File: config.mk
export PLATFORM = sky130hd
export DESIGN_NAME = mem_access
export DESIGN_NICKNAME = d
export VERILOG_FILES = /design/src/rtl/mem_access_pkg.sv /design/src/rtl/mem_access_load_extend.sv /design/src/rtl/mem_access.sv
export SDC_FILE = /design/constraint.sdc
export NUM_CORES = 1
export LEC_CHECK = 0
export BUFFER_PORTS_ARGS = -buffer_cell sky130_fd_sc_hd__buf_4
export CAP_MARGIN = 20
export CORE_MARGIN = 4
export CORE_UTILIZATION = 52
export DETAILED_ROUTE_END_ITERATION = 8
export PLACE_DENSITY = 0.82
export REMOVE_ABC_BUFFERS = 1
export SETUP_SLACK_MARGIN = 0.5
export SLEW_MARGIN = 15
export SYNTH_ARGS = -nofsm -noshare
export SYNTH_HDL_FRONTEND = slang
export SYNTH_HIERARCHICAL = 1
export SYNTH_SLANG_ARGS = --single-unit
File: constraint.sdc
create_clock -name clk_in -period 3.6 [get_ports clk_in]
set_input_delay 0.36 -clock clk_in [delete_from_list [all_inputs] [get_ports clk_in]]
set_output_delay 0.36 -clock clk_in [all_outputs]
set_load 0.005 [all_outputs]
File: src/rtl/mem_access_pkg.sv
// mem_access_pkg
// Shared types for the MEM stage: memory op codes, FSM state encoding and
// small helpers that classify an op and give its byte count.
package mem_access_pkg;

    localparam int MEM_OP_WIDTH = 4;
    localparam int BYTE_WIDTH   = 8;

    typedef enum logic [MEM_OP_WIDTH-1:0] {
        MEM_NONE = 4'd0,
        MEM_LB   = 4'd1,
        MEM_LH   = 4'd2,
        MEM_LW   = 4'd3,
        MEM_LBU  = 4'd4,
        MEM_LHU  = 4'd5,
        MEM_SB   = 4'd6,
        MEM_SH   = 4'd7,
        MEM_SW   = 4'd8
    } mem_op_t;

    typedef enum logic [1:0] {
        ST_IDLE   = 2'd0,
        ST_ACCESS = 2'd1,
        ST_WAIT   = 2'd2,
        ST_DONE   = 2'd3
    } state_t;

    function automatic logic is_load(mem_op_t op);
        return op inside {MEM_LB, MEM_LH, MEM_LW, MEM_LBU, MEM_LHU};
    endfunction

    function automatic logic is_store(mem_op_t op);
        return op inside {MEM_SB, MEM_SH, MEM_SW};
    endfunction

    // Number of bytes moved over the 8-bit RAM port; 0 for non-memory codes.
    function automatic logic [2:0] byte_count(mem_op_t op);
        case (op)
            MEM_LB, MEM_LBU, MEM_SB: return 3'd1;
            MEM_LH, MEM_LHU, MEM_SH: return 3'd2;
            MEM_LW, MEM_SW:          return 3'd4;
            default:                 return 3'd0;
        endcase
    endfunction

endpackage

File: src/rtl/mem_access_load_extend.sv
// mem_access_load_extend
// Combinational sign/zero extension of the assembled load word.
// Ports:
//   op     - latched memory op of the completed load
//   word   - little-endian assembled bytes (unused upper bytes are zero)
//   result - write-back value for mem_wb
module mem_access_load_extend
    import mem_access_pkg::*;
#(
    parameter int XLEN = 32
) (
    input  mem_op_t         op,
    input  logic [XLEN-1:0] word,
    output logic [XLEN-1:0] result
);

    always_comb begin
        result = word;
        case (op)
            MEM_LB:  result = {{(XLEN-8){word[7]}}, word[7:0]};
            MEM_LH:  result = {{(XLEN-16){word[15]}}, word[15:0]};
            MEM_LBU: result = {{(XLEN-8){1'b0}}, word[7:0]};
            MEM_LHU: result = {{(XLEN-16){1'b0}}, word[15:0]};
            default: result = word;
        endcase
    end

endmodule

File: src/rtl/mem_access.sv
// mem_access
// MEM stage of the RV32I pipeline. ALU results pass straight through; loads
// and stores are executed one byte per granted cycle over a shared 8-bit RAM
// port, holding the pipeline through stall_req until the write-back value is
// ready.
// Ports:
//   clk_in, rst_n_in        - clock, asynchronous active-low reset
//   rdy_in                  - global ready, 0 freezes the block
//   stall_in                - stall bus, bit 4 holds the MEM stage
//   rd_address_in/rd_data_in, mem_op_in, mem_addr_in, mem_wdata_in - from ex_mem
//   rd_address, rd_data     - to mem_wb
//   stall_req               - hold stages 0-4
//   mem_req, mem_gnt_in     - arbiter handshake (grant in the same cycle)
//   ram_addr, ram_wr, ram_dout, ram_din - byte RAM port (read data one cycle late)
module mem_access
    import mem_access_pkg::*;
#(
    parameter int ADDR_WIDTH = 32,
    parameter int XLEN       = 32
) (
    input  logic                  clk_in,
    input  logic                  rst_n_in,
    input  logic                  rdy_in,
    input  logic [5:0]            stall_in,
    input  logic [4:0]            rd_address_in,
    input  logic [XLEN-1:0]       rd_data_in,
    input  logic [3:0]            mem_op_in,
    input  logic [ADDR_WIDTH-1:0] mem_addr_in,
    input  logic [XLEN-1:0]       mem_wdata_in,
    output logic [4:0]            rd_address,
    output logic [XLEN-1:0]       rd_data,
    output logic                  stall_req,
    output logic                  mem_req,
    input  logic                  mem_gnt_in,
    output logic [ADDR_WIDTH-1:0] ram_addr,
    output logic                  ram_wr,
    output logic [7:0]            ram_dout,
    input  logic [7:0]            ram_din
);

    state_t                state_q, state_d;
    mem_op_t               op_q;
    logic [ADDR_WIDTH-1:0] base_q;
    logic [XLEN-1:0]       wdata_q;
    logic [4:0]            rd_q;
    logic [2:0]            cnt_q;
    logic                  cap_pending_q;
    logic [XLEN-1:0]       asm_q;
    logic [XLEN-1:0]       ext_data;

    mem_op_t               op_in;
    logic                  start;
    logic                  issue;
    logic                  last_byte;
    logic [1:0]            cap_idx;
    logic                  stall_unused;

    assign op_in        = mem_op_t'(mem_op_in);
    assign start        = (state_q == ST_IDLE) && (is_load(op_in) || is_store(op_in));
    assign issue        = (state_q == ST_ACCESS) && mem_gnt_in && rdy_in;
    assign last_byte    = issue && ((cnt_q + 3'd1) == byte_count(op_q));
    // The byte being captured is the one issued in the previous granted cycle.
    assign cap_idx      = cnt_q[1:0] - 2'd1;
    assign stall_unused = ^{stall_in[5], stall_in[3:0]};

    mem_access_load_extend #(.XLEN(XLEN)) u_load_extend (
        .op     (op_q),
        .word   (asm_q),
        .result (ext_data)
    );

    // State and datapath registers; nothing moves while rdy_in is low.
    always_ff @(posedge clk_in or negedge rst_n_in) begin
        if (!rst_n_in) begin
            state_q       <= ST_IDLE;
            op_q          <= MEM_NONE;
            base_q        <= '0;
            wdata_q       <= '0;
            rd_q          <= '0;
            cnt_q         <= '0;
            cap_pending_q <= 1'b0;
            asm_q         <= '0;
        end else if (rdy_in) begin
            state_q       <= state_d;
            cap_pending_q <= issue && is_load(op_q);
            if (start) begin
                op_q    <= op_in;
                base_q  <= mem_addr_in;
                wdata_q <= mem_wdata_in;
                rd_q    <= rd_address_in;
                cnt_q   <= '0;
                asm_q   <= '0;
            end
            if (issue) begin
                cnt_q <= cnt_q + 3'd1;
            end
            if (cap_pending_q) begin
                asm_q[{cap_idx, 3'b000} +: 8] <= ram_din;
            end
        end
    end

    // Next state and all outputs. Outputs are forced to zero while reset is
    // asserted so the pass-through path cannot leak ex_mem values.
    always_comb begin
        state_d    = state_q;
        stall_req  = 1'b0;
        mem_req    = 1'b0;
        ram_wr     = 1'b0;
        ram_addr   = '0;
        ram_dout   = '0;
        rd_address = '0;
        rd_data    = '0;
        case (state_q)
            ST_IDLE: begin
                if (start) begin
                    stall_req = 1'b1;
                    state_d   = ST_ACCESS;
                end else begin
                    rd_address = rd_address_in;
                    rd_data    = rd_data_in;
                end
            end
            ST_ACCESS: begin
                stall_req = 1'b1;
                mem_req   = rdy_in;
                ram_addr  = base_q + ADDR_WIDTH'(cnt_q);
                if (issue) begin
                    ram_wr = is_store(op_q);
                    if (is_store(op_q)) begin
                        ram_dout = wdata_q[{cnt_q[1:0], 3'b000} +: 8];
                    end
                    if (last_byte) begin
                        state_d = is_store(op_q) ? ST_DONE : ST_WAIT;
                    end
                end
            end
            ST_WAIT: begin
                stall_req = 1'b1;
                state_d   = ST_DONE;
            end
            ST_DONE: begin
                if (is_load(op_q)) begin
                    rd_address = rd_q;
                    rd_data    = ext_data;
                end
                // Holding here while MEM is stalled keeps a store from replaying.
                if (!stall_in[4]) begin
                    state_d = ST_IDLE;
                end
            end
            default: state_d = ST_IDLE;
        endcase
        if (!rst_n_in) begin
            stall_req  = 1'b0;
            mem_req    = 1'b0;
            ram_wr     = 1'b0;
            ram_addr   = '0;
            ram_dout   = '0;
            rd_address = '0;
            rd_data    = '0;
        end
    end

endmodule

==> results of run 1 <==
-- what timing repair did --
action	CTS	global route
cloned	0	0
endpoints found under the hold margin	23	0
resized for setup	2	2
endpoints found under the setup margin	4	9
hold buffers	1	0
pin swaps	0	0
-- kinds of logic after synthesis --
family	count (synthesis)	share of synthesized area, %
multiplexers	83	15.9
adder cells (fa/ha/maj)	13	2.64
AND/OR/NAND/NOR	184	14.4
flip-flops	111	43.1
XOR/XNOR	32	4.47
AO/OA/AOI/OAI	125	15.0
buffers and inverters	54	4.43
-- stage by stage --
stage | area, um2 | worst slack (ps) | instances | utilization [%]
final | 8310 | 616 | 950 | 68.9
after global routing | 8310 | 500 | 950 | 68.9
after CTS | 8300 | 534 | 950 | 68.8
after detailed placement | 7960 | 766 | 933 | 66.0
after global placement | 7960 | 848 | 933 | 66.0
after floorplan | 6190 | -409 | 558 | -
-- layer usage --
metal | GRT usage [%] | vias to the layer above | part of all wire (%)
met4 | 9.41 | 0 | 2.7
met1 | 27.4 | 2598 | 39
li1 | - | 2519 | -
met2 | 41.3 | 205 | 52
met3 | 4.13 | 37 | 6.1
met5 | 0 | - | 0
-- power by group --
part / internal (mW) / total [mW] / leakage [nW] / switching (mW)
clock: 0.630 / 1.07 / 0.156 / 0.445
sequential: 1.73 / 2.23 / 1.40 / 0.496
combinational: 1.16 / 2.14 / 2.42 / 0.983
total: 3.52 / 5.44 / 3.97 / 1.92
-- synth_stat cells, types with 9 or more instances --
cell	instances	area, um2
a21o_1	18	135
a22o_1	33	289
a22oi_1	37	278
and3_1	12	75.1
buf_4	9	67.6
clkbuf_1	18	67.6
dfrtp_1	111	2780
ha_1	12	150
inv_1	10	37.5
mux2_1	19	214
mux2_2	55	619
nand2_1	23	86.3
nand4_1	12	75.1
nor2_1	77	289
nor2b_1	18	113
xnor2_1	10	87.6
xor2_1	21	184
-- final cells by class --
type,instances,area share (%)
clock inverter,5,0.979
timing repair buffer,208,18.8
sequential,111,33.4
tap,168,2.53
inverter,10,0.452
multi-input combinational,437,40.8
clock buffer,11,2.92
-- final timing paths --
check,start,end,slack [ps],depth (start not counted)
max in group asynchronous,rst_n_in,asm_q[29]$_DFFE_PN0P_,1690,3
min in group asynchronous,rst_n_in,op_q[1]$_DFFE_PN0P_,550,2
worst min register to register,wdata_q[28]$_DFFE_PN0P_,wdata_q[28]$_DFFE_PN0P_,490,1
worst max register to register,cnt_q[1]$_DFFE_PN0P_,state_q[1]$_DFFE_PN0P_,830,7
worst max-delay path,cnt_q[0]$_DFFE_PN0P_,ram_addr[28],620,9
worst min-delay path,mem_addr_in[0],base_q[0]$_DFFE_PN0P_,230,2
-- flip-flops by register name (all words and copies together) (netlist names) --
| signal | cells |
|---|---|
| asm_q | 32 |
| cnt_q | 3 |
| rd_q | 5 |
| cap_pending_q | 1 |
| state_q | 2 |
| wdata_q | 32 |
| op_q | 4 |
| base_q | 32 |
==> results.toml, run 1 <==
[run_status]
status = "finished clean"

[synth]
ys.flop_type = "dfrtp_1"
synth_cells = 602
synthArstFlopShare_pct = 100
yosysSeqAreaShare_pct = 43.1
ys_types = 56
ys_warn_count = 6
syn-cell-area_um2 = 6440
avgSynthCellArea_um2 = 10.7
synth_seq_cells = 111
synth-edff-count = 0

[timing]
relSlewSlack_pct = 34.5
fin_crit_ps = 2980
setup_violations = 0
layout_worst_path_cycle_share_pct = 82.9
worstMarginPinSlew_ps = 975
whs_ps = 229
rsz0062_at_grt = "yes"
clock_skew_ps = 5.01
hold_viol_final = 0
fmax_ghz = 0.335
slew_violations = 0
tns_ps = 0

[job]
maxCapViolations = 0

[clock_tree]
h-tree-depth = 3
cts_tree = "done"
cts_buffers = 9
cts_sinks = 111
clock_path_buffers = 2
clk_pin_slew_ps = 70
clock_latency_ps = 340
post_cts.repair.setup_buffers = 0
cts-root-buf = "clkbuf_16"

[global_routing]
grt_pass1_vias = 5448
grtUsageTotal_pct = 23.1
grt_max_degree = 78
antenna_found_initial = 0
grt_pass1_wl_um = 26700
grt.overflow.total = 0

[detailed_routing]
initialDrtViolationCount = 229
post_drt_wl_per_cell_um = 17.4
drc = 0
vias = 5359
ant_nets = 0
vias_per_cell = 5.64
dr.pass1.iters = 5
wl_um = 16500

[critical_path]
cp_slowest_stage_delay_ps = 500
crit_path_start_kind = "flop"
path_delay_family = "adder cells"
cp_slowest_cell = "dfrtp_2"
crit_type = "reg2out"
cp_max_fo = 13
worstSetupEndpointType = "primary output"
critical_path_required_ps = 3240
crit_chain = "ha_1, fa_1, a21oi_2, nor2_2, and3_1, nand2_1, xor2_1, nor2_1, buf_4"
worst-path-buf-inv = 1
arrival_ps = 2620

[cells_and_area]
area_growth_pct = 29.0
num_antenna_cells = 0
final_common_cell = "buf_4"
regArea_um2 = 2780
nFillCells = 896
multi_input_area_um2 = 3390
layout.nets = 913
drive_above_1_share_pct = 39.4
layout_common_cells = "207 x buf_4, 110 x dfrtp_1, 75 x nor2_1"

[pwr]
total_power_mw = 5.44
powerDensity_nw_per_um2 = 655
p_leak_nw = 3.97
peakVddDrop_mv = 0.372

[floorplan]
die_w_um = 119
dieHeight_um = 119
ioPinCount = 203
fp.dieArea_um2 = 14200
coreArea_um2 = 12100
initial_core_util_pct = 53.4
rows = 40

[placed_design]
place_congestion = 0.885
hpwl_um = 12300
io_buffer_count = 197

[min_path]
hp-class = "in2reg"
Power figures use the tool's default switching activity.
==> inputs of run 2 (changes only) <==
clock period = 3.07 ns   (was 3.6 ns; I/O delays follow)
==> run 2 against run 1 <==
Net effect: power up 20%; non-clock buffer count up 17; global-route usage up 0.23 points; sequential power up 17%; critical path type unchanged; largest power group is now combinational cells; highest routed layer unchanged.
==> results.toml, run 2 (synthesis gave the netlist of run 1 again) <==
[detailed_routing]
vias = 5365
drc = 0
vias_per_cell = 5.55
dr.pass1.iters = 4
ant_nets = 0
post_drt_wl_per_cell_um = 17.3
wl_um = 16700
initialDrtViolationCount = 223

[critical_path]
r2r_setup_slack_ps = 560
critPathCapture = "ram_addr[26]"
startpoint = "cnt_q[0]$_DFFE_PN0P_"
critical_path_required_ps = 2760
crit_type = "reg2out"
arrival_ps = 2300
ff2ff_path_depth = 6
cp_slowest_stage_delay_ps = 440
crit_chain = "ha_4, fa_2, a21oi_4, nor2_4, and3_4, nand3_2, xor2_1, nor2_1, buf_4"
r2r-start = "op_q[2]$_DFFE_PN0P_"
path_delay_family = "adder cells"
worstSetupEndpointType = "primary output"
cp_slowest_cell = "dfrtp_1"
worst-path-buf-inv = 1
r2r-end = "state_q[1]$_DFFE_PN0P_"
cp.depth = 9
crit_path_start_kind = "flop"
cp_max_fo = 8

[global_routing]
grt_pass1_wl_um = 27000
antenna_found_initial = 0
grt.overflow.total = 0
grt_pass1_vias = 5477
grt_max_degree = 72
grtUsageTotal_pct = 23.3

[pwr]
power.share.clock_pct = 18.4
pwr-share-seq_pct = 39.7
combPwrFrac_pct = 41.9
p_sw_mw = 2.37
p_leak_nw = 4.07
total_power_mw = 6.55
powerDensity_nw_per_um2 = 764
peakVddDrop_mv = 0.467
p_sw_share_pct = 36.2
internal_power_mw = 4.18

[cells_and_area]
reg_top3 = "asm_q (32), base_q (32), wdata_q (32)"
layout_common_cells = "221 x buf_4, 106 x dfrtp_1, 75 x nor2_1"
final_common_cell = "buf_4"
area_growth_pct = 33.0
drive_above_1_share_pct = 43.6
finalInstanceArea_um2 = 8570
layout.nets = 930
num_antenna_cells = 0

[timing]
rsz0062_at_grt = "yes"
relSlewSlack_pct = 37.4
worstMarginPinSlew_ps = 931
fmax_ghz = 0.384
slew_violations = 0
timing.final.ws_setup_ps = 466
clock_skew_ps = 8.62
setup_violations = 0
hold_viol_final = 0
layout_worst_path_cycle_share_pct = 84.8
fin_crit_ps = 2600

[clock_tree]
clock_path_buffers = 2
clk_pin_slew_ps = 80
cts_buffers = 9
cts-root-buf = "clkbuf_16"
h-tree-depth = 3
cts_hold_buffers = 0
clock_latency_ps = 350
cts_tree = "done"
cts_sinks = 111

[floorplan]
coreArea_um2 = 12100
initial_core_util_pct = 53.4
rows = 40
die_w_um = 119
ioPinCount = 203
dieHeight_um = 119
fp.dieArea_um2 = 14200

[placed_design]
hpwl_um = 12100
pre_cts_ws_ps = 451
io_buffer_count = 197
place_congestion = 0.884
postPlaceCellArea_um2 = 7990

[run_status]
status = "finished clean"

[job]
maxCapViolations = 0

[min_path]
hp-class = "in2async"
## run 2: changes by cell type in the layout (fill, tap and decap cells not counted), moves of 3 or more
cell     delta
dfrtp_2     +4
ha_4        +3
dfrtp_1     -4
ha_1        -6
ha_2        +3
buf_4      +14
## run 2: how the worst min path moves through the flow
stage	from	cells after the start	slack [ps]	end
2_1_floorplan	rst_n_in	0	10	asm_q[0]$_DFFE_PN0P_
3_3_place_gp	rst_n_in	2	460	op_q[2]$_DFFE_PN0P_
3_5_place_dp	rst_n_in	2	470	op_q[0]$_DFFE_PN0P_
4_1_cts	rst_n_in	2	100	wdata_q[11]$_DFFE_PN0P_
5_1_grt	rst_n_in	2	140	op_q[3]$_DFFE_PN0P_
6_report	rst_n_in	2	80	op_q[3]$_DFFE_PN0P_
## run 2: cell type report
type / instances / area [um2]
timing repair buffer: 225 / 1720
tap: 168 / 210
clock buffer: 9 / 225
fill: 862 / 3490
sequential: 111 / 2780
inverter: 10 / 37.5
multi-input combinational: 437 / 3510
clock inverter: 7 / 80.1
## run 2: metrics by stage
step,setup TNS (ps),utilization [%],cells,hold slack (ps)
final,0,71.0,967,84.6
after global routing,0,71.0,967,136
after CTS,0,69.6,958,96.7
after detailed placement,0,66.2,935,469
after global placement,0,66.2,935,456
after floorplan,-65560,-,558,11.4
## run 2: power by group through the flow
stage	sequential, mW	combinational, mW	clock (mW)
after floorplan	2.47	1.74	0
after global placement	2.53	2.42	0
after detailed placement	2.61	2.54	0
after CTS	2.58	2.65	1.22
after global routing	2.69	3.02	1.29
final	2.60	2.74	1.20
## run 2: timing repair
action / 4_1_cts / 5_1_grt
pin swaps: 5 / 23
resized for setup: 16 / 19
endpoints found under the setup margin: 72 / 68
setup buffers: 7 / 9
## run 2: routing by layer
metal  vias to the layer above  GRT usage [%]  part of all wire [%]
li1                       2559              -                     -
met1                      2598           28.3                    40
met2                       178           40.8                    52
met3                        30           4.46                   6.4
met4                         0           9.34                   2.2
met5                         -              0                     0
## run 2: worst reg2reg max path: stages (launching register included)
cell and delay [ps]:
dfrtp_2 540, or3b_1 410, a211oi_2 220, o211ai_1 130
or4_4 580, a21oi_1 190, mux2_1 340
==> inputs of run 3 (changes only) <==
ABC_AREA = 1   (was default)
CORE_UTILIZATION = 53   (was 52)
clock period = 2.4 ns   (was 3.07 ns; I/O delays follow)
==> run 3 against run 2 <==
Net effect: the run now ends with negative setup slack left; non-clock buffer count grew 79; area after synthesis grew 11%; global-route usage grew 11 points; power grew 79%; sequential cell count is the same; synthesized cell count grew 71%; critical path depth grew 2; via count grew 71%; clock power grew 25%; largest power group unchanged; highest routed layer unchanged.
==> results.toml, run 3 <==
[timing]
layout_worst_path_cycle_share_pct = 109
clock_skew_ps = 4.42
worstMarginPinSlew_ps = 941
fin_crit_ps = 2610
rsz0062_at_grt = "yes"
setup_violations = 20
fmax_ghz = 0.383
relSlewSlack_pct = 37.1
slew_violations = 0
timing.final.ws_setup_ps = -212
hold_viol_final = 0

[synth]
synthArstFlopShare_pct = 100
synth_cells = 1031
ys.flop_type = "dfrtp_1"
ys_warn_count = 6
synth_area_leader_cell = "dfrtp_1"
avgSynthCellArea_um2 = 6.91
synth_top_area_share_pct = 39.0
synth_area_leaders = "dfrtp_1 39%, nand2_1 16%, nand3_1 7.0%"
syn-cell-area_um2 = 7130
yosys-top-cells-count = "306 x nand2_1, 111 x dfrtp_1, 100 x nand3_1"
synth_seq_cells = 111
yosysMostFrequentCell = "nand2_1"
yosysSeqAreaShare_pct = 39.0
synth-edff-count = 0
ys_types = 35

[floorplan]
fp.dieArea_um2 = 15400
initial_core_util_pct = 54.1
dieHeight_um = 124
coreArea_um2 = 13200
rows = 42
ioPinCount = 203
die_w_um = 124

[critical_path]
path_delay_family = "simple AND/OR/NAND/NOR gates"
ff2ff_path_depth = 12
critical_path_required_ps = 2160
r2r-start = "cnt_q[0]$_DFFE_PN0P_"
cp_max_fo = 4
arrival_ps = 2370
r2r-end = "state_q[1]$_DFFE_PN0P_"
cp_slowest_stage_delay_ps = 440
cp_slowest_cell = "dfrtp_2"
crit_type = "reg2out"
r2r_setup_slack_ps = 200
worstSetupEndpointType = "primary output"
worst-path-buf-inv = 3
crit_path_start_kind = "flop"
crit_chain = "ha_1, nand3_1, nand2_2, inv_4, nor2_4, nand2_4, nor2_4, buf_4, a21oi_2, nor2_1, buf_4"

[detailed_routing]
drc = 0
wl_um = 29700
initialDrtViolationCount = 1016
dr.pass1.iters = 7
post_drt_wl_per_cell_um = 20.3
vias_per_cell = 6.25
vias = 9150
ant_nets = 0

[cells_and_area]
reg_top3 = "asm_q (32), base_q (32), wdata_q (32)"
final_common_cell = "nand2_1"
layout_common_cells = "270 x nand2_1, 250 x buf_4, 104 x dfrtp_1"
num_antenna_cells = 0
area_growth_pct = 52.2
drive_above_1_share_pct = 38.5
layout.nets = 1418

[min_path]
hp-class = "in2reg"
min_to = "wdata_q[14]$_DFFE_PN0P_"
min_path_cells = 3
min_from = "mem_wdata_in[14]"

[pwr]
peakVddDrop_mv = 0.538
powerDensity_nw_per_um2 = 1080
total_power_mw = 11.7
p_leak_nw = 5.14

[clock_tree]
h-tree-depth = 3
cts_buffers = 9
cts-root-buf = "clkbuf_16"
clock_path_buffers = 2
clk_pin_slew_ps = 80
cts_sinks = 111
cts_tree = "done"
clock_latency_ps = 360

[global_routing]
grt_pass1_vias = 8386
grt_max_degree = 93
grtUsageTotal_pct = 34.2
grt_pass1_wl_um = 41500
grt.overflow.total = 0
antenna_found_initial = 1

[run_status]
failed_checks = "negative setup slack"
status = "finished with violations"

[placed_design]
hpwl_um = 14800
pre_cts_ws_ps = 130
place_congestion = 0.911
io_buffer_count = 197

[job]
maxCapViolations = 0
run 3: cell types whose count changed after synthesis, sizes merged, moves of 24 or more:
cell	previous run	this run
inv	10	68
mux2	74	0
nand2	23	313
a21o	24	0
nand4	12	71
o21ai	13	86
a22oi	38	0
a21oi	6	71
nand3	7	105
a22o	34	0
run 3: per-layer routing:
layer | GRT usage [%] | part of all wire [%] | wire, um | up-vias
met5 | 0 | 0 | 0 | -
met4 | 22.7 | 8.7 | 2600 | 0
met3 | 7.72 | 11 | 3270 | 256
met2 | 57.0 | 46 | 13700 | 769
met1 | 39.3 | 34 | 10100 | 4174
li1 | - | - | - | 3951
run 3: logic make-up (layout without fill, tap and decap cells):
| kind of cell | Yosys count | count (layout) | share of synthesized area [%] |
|---|---|---|---|
| AO/OA/AOI/OAI | 164 | 164 | 11.8 |
| XOR/XNOR | 2 | 2 | 0.351 |
| adder cells (fa/ha/maj) | 13 | 13 | 2.39 |
| buffers and inverters | 134 | 389 | 8.25 |
| flip-flops | 111 | 111 | 39.0 |
| AND/OR/NAND/NOR | 607 | 608 | 38.3 |
run 3: worst register-to-register path: cells and delay by family (launching register included):
family                   cells  cell delay [ps]
adder cells (fa/ha/maj)      1              400
flip-flops                   1              360
AND/OR/NAND/NOR              7              690
buffers and inverters        4              640
run 3: worst max path at each step:
stage	start	endpoint	slack, ps	cells after the start
after global routing	cnt_q[1]$_DFFE_PN0P_	ram_addr[29]	-290	12
after CTS	cnt_q[0]$_DFFE_PN0P_	ram_addr[30]	-70	13
final	cnt_q[1]$_DFFE_PN0P_	ram_addr[21]	-210	11
after detailed placement	base_q[0]$_DFFE_PN0P_	ram_addr[24]	130	14
after floorplan	state_q[0]$_DFFE_PN0P_	base_q[10]$_DFFE_PN0P_	-2480	5
after global placement	base_q[0]$_DFFE_PN0P_	ram_addr[24]	180	14
run 3: power breakdown:
part	switching (mW)	total, mW	internal, mW
logic	4.12	7.12	3.00
registers	0.590	3.13	2.54
clock network	0.767	1.50	0.730
total	5.48	11.7	6.26
run 3: layout make-up:
cell class / count / area (um2)
flip-flops and latches: 111 / 2790
repair inverters: 1 / 11.3
repair buffers: 304 / 2760
inverters: 68 / 285
clock inverters: 7 / 66.3
multi-input cells: 787 / 4500
fillers: 818 / 2340
well taps: 176 / 220
clock buffers: 9 / 225
run 3: what timing repair did:
action / 4_1_cts / 5_1_grt
resized for setup: 189 / 85
setup buffers: 50 / 22
endpoints found under the setup margin: 93 / 163
hold endpoints to repair: 17 / 0
pin swaps: 115 / 35
gates cloned: 11 / 1
hold buffers: 1 / 0
run 3: through the flow:
step	std cells	area (um2)	hold slack, ps	util [%]	TNS (ps)
global route	1463	10900	75.0	82.3	-2940
detailed placement	1362	8730	154	66.2	0
CTS	1440	10400	68.8	78.7	-237
floorplan	965	6800	-55.6	-	-228310
global placement	1362	8730	155	66.2	0
finish	1463	10900	69.2	82.3	-1750
